===== src/rtl/regfile_write_arbiter_if.sv =====
// Bundle between writeback/long-latency sources and the register file write port.
interface regfile_write_arbiter_if #(
  parameter int N     = 32,
  parameter int L     = 32,
  parameter int DEPTH = 4
);
  localparam int CW = $clog2(DEPTH) + 1;

  logic          pipe_we;
  logic [4:0]    pipe_wa;
  logic [N-1:0]  pipe_wd;
  logic          iss_valid;
  logic [4:0]    iss_wa;
  logic          lu_valid;
  logic          lu_ready;
  logic [4:0]    lu_wa;
  logic [N-1:0]  lu_wd;
  logic          we3;
  logic [4:0]    wa3;
  logic [N-1:0]  wd3;
  logic [L-1:0]  pending;
  logic [CW-1:0] q_count;

  modport slave (
    input  pipe_we, pipe_wa, pipe_wd, iss_valid, iss_wa, lu_valid, lu_wa, lu_wd,
    output lu_ready, we3, wa3, wd3, pending, q_count
  );

  modport master (
    output pipe_we, pipe_wa, pipe_wd, iss_valid, iss_wa, lu_valid, lu_wa, lu_wd,
    input  lu_ready, we3, wa3, wd3, pending, q_count
  );
endinterface


===== src/rtl/regfile_write_arbiter.sv =====
// Merges pipe writeback (priority) and FIFO-buffered long-latency results into one registered
// write port, 1-cycle latency; lu_ready drops only when the FIFO is full, pipe is never stalled.
module regfile_write_arbiter #(
  parameter int N     = 32,
  parameter int L     = 32,
  parameter int DEPTH = 4
) (
  input  logic clk,
  input  logic reset,
  regfile_write_arbiter_if.slave bus
);
  localparam int AW = $clog2(DEPTH);
  localparam int CW = AW + 1;

  logic [4:0]    r_mem_wa [DEPTH];
  logic [N-1:0]  r_mem_wd [DEPTH];
  logic [AW-1:0] r_wptr;
  logic [AW-1:0] r_rptr;
  logic [CW-1:0] r_count;
  logic          r_we;
  logic [4:0]    r_wa;
  logic [N-1:0]  r_wd;
  logic [L-1:0]  r_pending;

  logic          w_ready;
  logic          w_pipe_req;
  logic          w_push;
  logic          w_pop;
  logic [4:0]    w_head_wa;
  logic [N-1:0]  w_head_wd;
  logic [L-1:0]  w_pending_nxt;

  // Readiness follows current occupancy only, so a full FIFO never accepts even while popping.
  assign w_ready    = !reset && (r_count != CW'(DEPTH));
  assign w_pipe_req = bus.pipe_we && (bus.pipe_wa != 5'd0);
  assign w_push     = bus.lu_valid && w_ready && (bus.lu_wa != 5'd0);
  assign w_pop      = !w_pipe_req && (r_count != '0);
  assign w_head_wa  = r_mem_wa[r_rptr];
  assign w_head_wd  = r_mem_wd[r_rptr];

  always_comb begin
    w_pending_nxt = r_pending;
    for (int r = 1; r < L; r++) begin
      if (w_pop && (w_head_wa == 5'(r))) w_pending_nxt[r] = 1'b0;
      // A new issue to the same register outranks the retiring write.
      if (bus.iss_valid && (bus.iss_wa == 5'(r))) w_pending_nxt[r] = 1'b1;
    end
    w_pending_nxt[0] = 1'b0;
  end

  always_ff @(posedge clk) begin
    if (w_push) begin
      r_mem_wa[r_wptr] <= bus.lu_wa;
      r_mem_wd[r_wptr] <= bus.lu_wd;
    end
  end

  always_ff @(posedge clk) begin
    if (reset) begin
      r_wptr    <= '0;
      r_rptr    <= '0;
      r_count   <= '0;
      r_we      <= 1'b0;
      r_wa      <= '0;
      r_wd      <= '0;
      r_pending <= '0;
    end else begin
      if (w_push) r_wptr <= r_wptr + AW'(1);
      if (w_pop)  r_rptr <= r_rptr + AW'(1);
      case ({w_push, w_pop})
        2'b10:   r_count <= r_count + CW'(1);
        2'b01:   r_count <= r_count - CW'(1);
        default: r_count <= r_count;
      endcase
      if (w_pipe_req) begin
        r_we <= 1'b1;
        r_wa <= bus.pipe_wa;
        r_wd <= bus.pipe_wd;
      end else if (w_pop) begin
        r_we <= 1'b1;
        r_wa <= w_head_wa;
        r_wd <= w_head_wd;
      end else begin
        r_we <= 1'b0;
      end
      r_pending <= w_pending_nxt;
    end
  end

  assign bus.lu_ready = w_ready;
  assign bus.we3      = r_we;
  assign bus.wa3      = r_wa;
  assign bus.wd3      = r_wd;
  assign bus.pending  = r_pending;
  assign bus.q_count  = r_count;
endmodule


===== src/flat_wrapper.sv =====
// flat-port wrapper written by rule: the top's interface ports become plain ports
module regfile_write_arbiter_flat 
#(
  parameter int N     = 32,
  parameter int L     = 32,
  parameter int DEPTH = 4
)
  (clk, reset, bus_pipe_we, bus_pipe_wa, bus_pipe_wd, bus_iss_valid, bus_iss_wa, bus_lu_valid, bus_lu_wa, bus_lu_wd, bus_lu_ready, bus_we3, bus_wa3, bus_wd3, bus_pending, bus_q_count);
  regfile_write_arbiter_if #(.N(N), .L(L), .DEPTH(DEPTH)) bus_i ();
  input  logic clk;
  input  logic reset;
  input wire logic [$bits(bus_i.pipe_we)-1:0] bus_pipe_we;
  input wire logic [$bits(bus_i.pipe_wa)-1:0] bus_pipe_wa;
  input wire logic [$bits(bus_i.pipe_wd)-1:0] bus_pipe_wd;
  input wire logic [$bits(bus_i.iss_valid)-1:0] bus_iss_valid;
  input wire logic [$bits(bus_i.iss_wa)-1:0] bus_iss_wa;
  input wire logic [$bits(bus_i.lu_valid)-1:0] bus_lu_valid;
  input wire logic [$bits(bus_i.lu_wa)-1:0] bus_lu_wa;
  input wire logic [$bits(bus_i.lu_wd)-1:0] bus_lu_wd;
  output wire logic [$bits(bus_i.lu_ready)-1:0] bus_lu_ready;
  output wire logic [$bits(bus_i.we3)-1:0] bus_we3;
  output wire logic [$bits(bus_i.wa3)-1:0] bus_wa3;
  output wire logic [$bits(bus_i.wd3)-1:0] bus_wd3;
  output wire logic [$bits(bus_i.pending)-1:0] bus_pending;
  output wire logic [$bits(bus_i.q_count)-1:0] bus_q_count;
  assign bus_i.pipe_we = bus_pipe_we;
  assign bus_i.pipe_wa = bus_pipe_wa;
  assign bus_i.pipe_wd = bus_pipe_wd;
  assign bus_i.iss_valid = bus_iss_valid;
  assign bus_i.iss_wa = bus_iss_wa;
  assign bus_i.lu_valid = bus_lu_valid;
  assign bus_i.lu_wa = bus_lu_wa;
  assign bus_i.lu_wd = bus_lu_wd;
  assign bus_lu_ready = bus_i.lu_ready;
  assign bus_we3 = bus_i.we3;
  assign bus_wa3 = bus_i.wa3;
  assign bus_wd3 = bus_i.wd3;
  assign bus_pending = bus_i.pending;
  assign bus_q_count = bus_i.q_count;
  regfile_write_arbiter #(.N(N), .L(L), .DEPTH(DEPTH)) u_core (.clk(clk), .reset(reset), .bus(bus_i));
endmodule

===== config.mk =====
export PLATFORM = sky130hd
export DESIGN_NAME = regfile_write_arbiter_flat
export DESIGN_NICKNAME = d
export VERILOG_FILES = /design/src/rtl/regfile_write_arbiter_if.sv /design/src/rtl/regfile_write_arbiter.sv /design/src/flat_wrapper.sv
export SDC_FILE = /design/constraint.sdc
export NUM_CORES = 1
export LEC_CHECK = 0
export ABC_AREA = 1
export BUFFER_PORTS_ARGS = -buffer_cell sky130_fd_sc_hd__buf_4
export CELL_PAD_IN_SITES_DETAIL_PLACEMENT = 1
export CELL_PAD_IN_SITES_GLOBAL_PLACEMENT = 1
export CORE_ASPECT_RATIO = 0.9
export CORE_UTILIZATION = 40
export CTS_CLUSTER_SIZE = 24
export DETAILED_ROUTE_END_ITERATION = 7
export PLACE_DENSITY_LB_ADDON = 0.1
export SYNTH_ARGS = -nofsm -noshare
export SYNTH_HDL_FRONTEND = slang
export SYNTH_SLANG_ARGS = --single-unit

===== constraint.sdc =====
create_clock -name clk -period 4 [get_ports clk]
set_clock_uncertainty 0.1 [all_clocks]
set_input_delay 0.8 -clock clk [delete_from_list [all_inputs] [get_ports clk]]
set_output_delay 0.8 -clock clk [all_outputs]
set_load 0.05 [all_outputs]

* After elaboration in Yosys (flattened, before gate mapping)
Memories as Yosys holds them, arrays and structs flattened. A register that Yosys moved wholly into a read port is not among the register bits. Index checks and enable logic that the tools add are counted.
Storage, ports and cells: bits in registers 77, bits in writable memories 148, bits of input ports 84, output and inout bits 74, memories 2
Operators by class: $add $sub $neg 4, eq/ne operators 65, mux-type cells 75, reduce and logical (&&, ||, !) cells 105
Memory list:
- u_core.r_mem_wd | words 4, width 32, rd ports 1, clocked after memory_dff 1, write ports 1, RTL line regfile_write_arbiter.sv:16 | logic [N-1:0] r_mem_wd [DEPTH];
- u_core.r_mem_wa | words 4, width 5, rd ports 1, clocked after memory_dff 1, write ports 1, RTL line regfile_write_arbiter.sv:15 | logic [4:0] r_mem_wa [DEPTH];
Operators by type and width (number):
- $eq A5 B5 Y1 const B | 32
- $eq A5 B4 Y1 const B | 16
- $logic_and A1 B1 Y1 | 67
- $mux W1 | 66
- $reduce_bool A2 Y1 | 33
- $mux W32 | 2
- $eq A5 B3 Y1 const B | 8
- $eq A5 B2 Y1 const B | 4
- $eq A5 B1 Y1 const B | 2
- $mux W5 | 2
- $reduce_bool A5 Y1 | 2
- $mux W2 | 4
- $pmux W3 S2 | 1
- $add A2 B1 Y2 const B | 2
- $add A3 B1 Y3 const B | 1
- $ne A3 B3 Y1 const B | 1
- $reduce_bool A3 Y1 | 1
- $sub A3 B1 Y3 const B | 1
- $eq A2 B1 Y1 const B | 1
- $eq A2 B2 Y1 const B | 1
- $logic_not A1 Y1 | 2

* Longest topological paths before layout
word-level depth 7, mapped depth 13, depth with buffers taken out 12

* Least setup slack after synthesis
Ideal clock, no wire load.
path type input to register, start point input reset, end point memory u_core.r_mem_wa[0][0], enable pin, setup time 0.431 ns, arrival time 3.963 ns, required time 3.469 ns, slack -0.494 ns, cell stages on the path 4, path buffers 1, cell sequence clkbuf_1 a31oi_1 nand3_1 nor2_1
On the way: longest elaborated chain between the ends 6
Ends and longest elaborated chain:
- from (decl) | RTL line flat_wrapper.sv:11 | input logic reset;
- $logic_not A1 Y1 | RTL line regfile_write_arbiter.sv:34 | assign w_ready = !reset && (r_count != CW'(DEPTH));
- $logic_and A1 B1 Y1 | RTL line regfile_write_arbiter.sv:34
- net bus_lu_ready | RTL line flat_wrapper.sv:20 | output wire logic [$bits(bus_i.lu_ready)-1:0] bus_lu_ready;
- $logic_and A1 B1 Y1 (2 in series) | RTL line regfile_write_arbiter.sv:36 | assign w_push = bus.lu_valid && w_ready && (bus.lu_wa != 5'd0);
- $mux W1 | RTL line regfile_write_arbiter.sv:52 | if (w_push) begin
- $mux W1 (implied by the code) | RTL line regfile_write_arbiter.sv:53 | r_mem_wa[r_wptr] <= bus.lu_wa;
- to (decl) | RTL line regfile_write_arbiter.sv:15
The timed path passes the listed nets, and every way through them passes these cells.

* Worst setup path in the final report
start point input reset, end point register u_core.r_count[2] (netlist: u_core.bus.q_count[2])
On the way: longest elaborated chain between the ends 6
Ends and longest elaborated chain:
- $logic_not A1 Y1 | RTL line regfile_write_arbiter.sv:34
- $logic_and A1 B1 Y1 | RTL line regfile_write_arbiter.sv:34
- $logic_and A1 B1 Y1 (2 in series) | RTL line regfile_write_arbiter.sv:36
- $eq A2 B1 Y1 or $eq A2 B2 Y1 (tied branches) | RTL line regfile_write_arbiter.sv:70 | case ({w_push, w_pop})
- $pmux W3 S2 or $reduce_bool A2 Y1 (tied branches)
- to (signal assigned) | RTL line regfile_write_arbiter.sv:71 | 2'b10: r_count <= r_count + CW'(1);
- to (signal assigned) | RTL line regfile_write_arbiter.sv:72 | 2'b01: r_count <= r_count - CW'(1);
- to (signal assigned) | RTL line regfile_write_arbiter.sv:73 | default: r_count <= r_count;
- to (decl) | RTL line regfile_write_arbiter.sv:19 | logic [CW-1:0] r_count;
Several ways; a longest one is shown, not always the timed one. A chain may end at the register's enable or synchronous reset.

==> out/metrics.cfg <==
[final_layout]
diodes = 0
area_growth_pct = 24.1
finish.utilization = 0.505
drive_above_1_share = 0.215
nNetsFinal = 1136
final_cell_area_um2 = 11300

[global_routing]
met2_usage = 0.383
grt_overflow_total = 0
top_usage_layer = met2
grt_first_pass_wirelength_mm = 39.6
antenna_found_initial = 0
grt_max_degree = 55
met3_usage = 0.0328
grt_util_met1 = 0.275
grt_usage = 0.215
grt_pass1_vias = 7437

[critical_path]
worstSetupPathType = input pin to flip-flop
crit_required_ns = 4.30
startpoint_type = input pin
arrival_ns = 2.97
crit_chain = buf_4 > a31oi_1 > nand3_1 > ha_1 > inv_1 > fa_1 > a21oi_1 > o21ai_0 > o21ai_0 > a21oi_1
crit_slowest_cell = nand3_1
path_buf_inv = 2
cp_max_fo = 35
crit_path_max_incr_delay_ns = 0.44
endpoint_kind = flip-flop
crit_family = adder cells

[detailed_routing]
avgViaCountPerCell = 5.14
via_count = 6995
wl_per_cell_um = 18.3
dr.pass1.iters = 5
drt_wl_total_mm = 24.9
ant_nets = 0
drc = 0
drtIter0Drc = 487

[logic_synthesis]
yosysTopAreaCell = edfxtp_1
synth_compound_area_frac = 0.130
synth_mux_area_frac = 0
synth_edf_count = 148
synth_top_family_by_area = simple AND/OR/NAND/NOR gates
synthCells = 898
synth-simple-area-share = 0.160
synth_seq_cells = 226
syn-num-nets = 988
ys_types = 33
synth_warnings = 0
synth_top_area_frac = 0.486
synth-xor-area-share = 0
synth_fa_ha_area_frac = 0.00903
synth_area_um2 = 9140
synthTopCellsByArea = edfxtp_1 (49%), dfxtp_1 (17%), nand2_1 (7.8%), o21ai_0 (6.0%), nor2_1 (5.3%)
async_reset_ff_frac = 0
yosysMostFrequentCell = nand2_1
yosys_most_used_dff = edfxtp_1
ys_seq_area_frac = 0.657
syn_avg_cell_area_um2 = 10.2
synth_common_cells = nand2_1 (190), edfxtp_1 (148), nor2_1 (128)

[timing]
tns_ns = 0
slew-limit-headroom = 0.267
drv_slew = 0
rsz0062_at_grt = false
fin_crit_ns = 2.67
worst_slack_ns = 1.33
setup_viol_count_final = 0
timing.final.crit_share = 0.668
tightest_slew_ns = 1.10
hold_viol_final = 0
fmax_ghz = 0.374

[clock_network]
cts_setup_buffers = 0
clock_sinks = 226
cts_max_level = 1
postCtsResizedCells = 0
numCtsBuffers = 25
clock_tree.root_cell = clkbuf_16
clkSlewWorstSetupHoldPaths_ns = 0.06
cts_tree = yes
cts.hold.buffers_added = 0
cts_buffer_depth = 3
clock_latency_ns = 0.52

[pwr]
total_power_uw = 6980
p_per_area_nw_per_um2 = 616
vdd_drop_max_v = 0.000371
p_leak_uw = 0.00430

[run]
maxCapViolCount = 0

[die]
die_area_um2 = 23500
die-height_um = 145
placementRows = 52
start_util = 0.407
pin_count = 158
die_width_um = 161
core-area_um2 = 22400

[placed_design]
dpl.hpwl_mm = 15.9
place_area_um2 = 10600
pre_cts_slack_ns = 0.815
gp_congestion = 0.756
port_buffers = 156

[outcome]
status = finished clean

[min_path]
hp-class = flip-flop to flip-flop

==> report_power, final <==
part | internal, µW | switching, µW | leakage, µW
Clock | 1290 | 896 | 0.000378
Sequential | 2680 | 153 | 0.00198
Combinational | 544 | 1420 | 0.00194
Total | 4520 | 2470 | 0.00430
==> cells by family after synthesis <==
group	count (synthesis)
and+or+nand+nor	362
buffers and inverters	84
adders and majority gates	6
other	1
DFF	226
AOI/OAI and AO/OA	219
==> routing by layer <==
metal / part of all wire / vias to the layer above
met5: 0 / -
met4: 0.015 / 0
met3: 0.046 / 32
met2: 0.49 / 160
met1: 0.45 / 3418
li1: - / 3385
==> sequential cells by signal, summed over array words and instances (netlist names), named ones only <==
register,cells
u_core.r_mem_wd,128
u_core.bus.wa3,5
u_core.r_mem_wa,20
u_core.bus.q_count,3
u_core.bus.we3,1
u_core.r_wptr,2
u_core.bus.pending,31
u_core.r_rptr,2
u_core.bus.wd3,32
==> final cells by class <==
cell class,count,area [µm²]
fillers,2567,11100
well taps,297,372
clock buffers,32,662
repair buffers,169,1280
flip-flops and latches,226,6010
inverters,36,135
clock inverters,13,110
multi-input cells,588,2770
==> cell usage in the layout (no fill, tap or decap), types with 2 or more instances in the layout <==
| cell type | count |
|---|---|
| nand2_1 | 189 |
| dfxtp_2 | 2 |
| edfxtp_1 | 148 |
| clkbuf_1 | 6 |
| o21ai_1 | 17 |
| nor2_2 | 2 |
| o21ai_0 | 109 |
| o22ai_1 | 17 |
| nand3_1 | 33 |
| a21oi_2 | 7 |
| inv_2 | 6 |
| o211ai_1 | 19 |
| ha_1 | 5 |
| dfxtp_1 | 76 |
| inv_1 | 30 |
| clkinv_2 | 3 |
| nor2_1 | 124 |
| a21oi_1 | 49 |
| bufinv_16 | 2 |
| or2_2 | 2 |
| buf_4 | 168 |
| nor2_4 | 5 |
| clkbuf_16 | 25 |
| clkinv_1 | 7 |
==> tightest hold or removal path: stages (launching register included) <==
cell,delay (ns)
dfxtp_1,0.31
nand2_1,0.06
a21oi_1,0.05
==> worst paths after layout <==
check	from	endpoint	slack, ns	depth (start not counted)
max reg2reg	u_core.bus.q_count[1]$_SDFFE_PP0P_	u_core.bus.q_count[1]$_SDFFE_PP0P_	1.47	9
min reg2reg	u_core.bus.pending[5]$_SDFFE_PP0P_	u_core.bus.pending[5]$_SDFFE_PP0P_	0.36	2
max	reset	u_core.bus.q_count[2]$_SDFFE_PP0P_	1.33	10
min	u_core.bus.pending[5]$_SDFFE_PP0P_	u_core.bus.pending[5]$_SDFFE_PP0P_	0.36	2
==> stage by stage <==
| stage | hold WS [ns] | cells |
|---|---|---|
| 2_1_floorplan | 0.377 | 898 |
| 3_3_place_gp | 0.348 | 1316 |
| 3_5_place_dp | 0.356 | 1316 |
| 4_1_cts | 0.361 | 1361 |
| 5_1_grt | 0.361 | 1361 |
| 6_report | 0.362 | 1361 |
No activity file was read; power rests on OpenSTA's default activity.
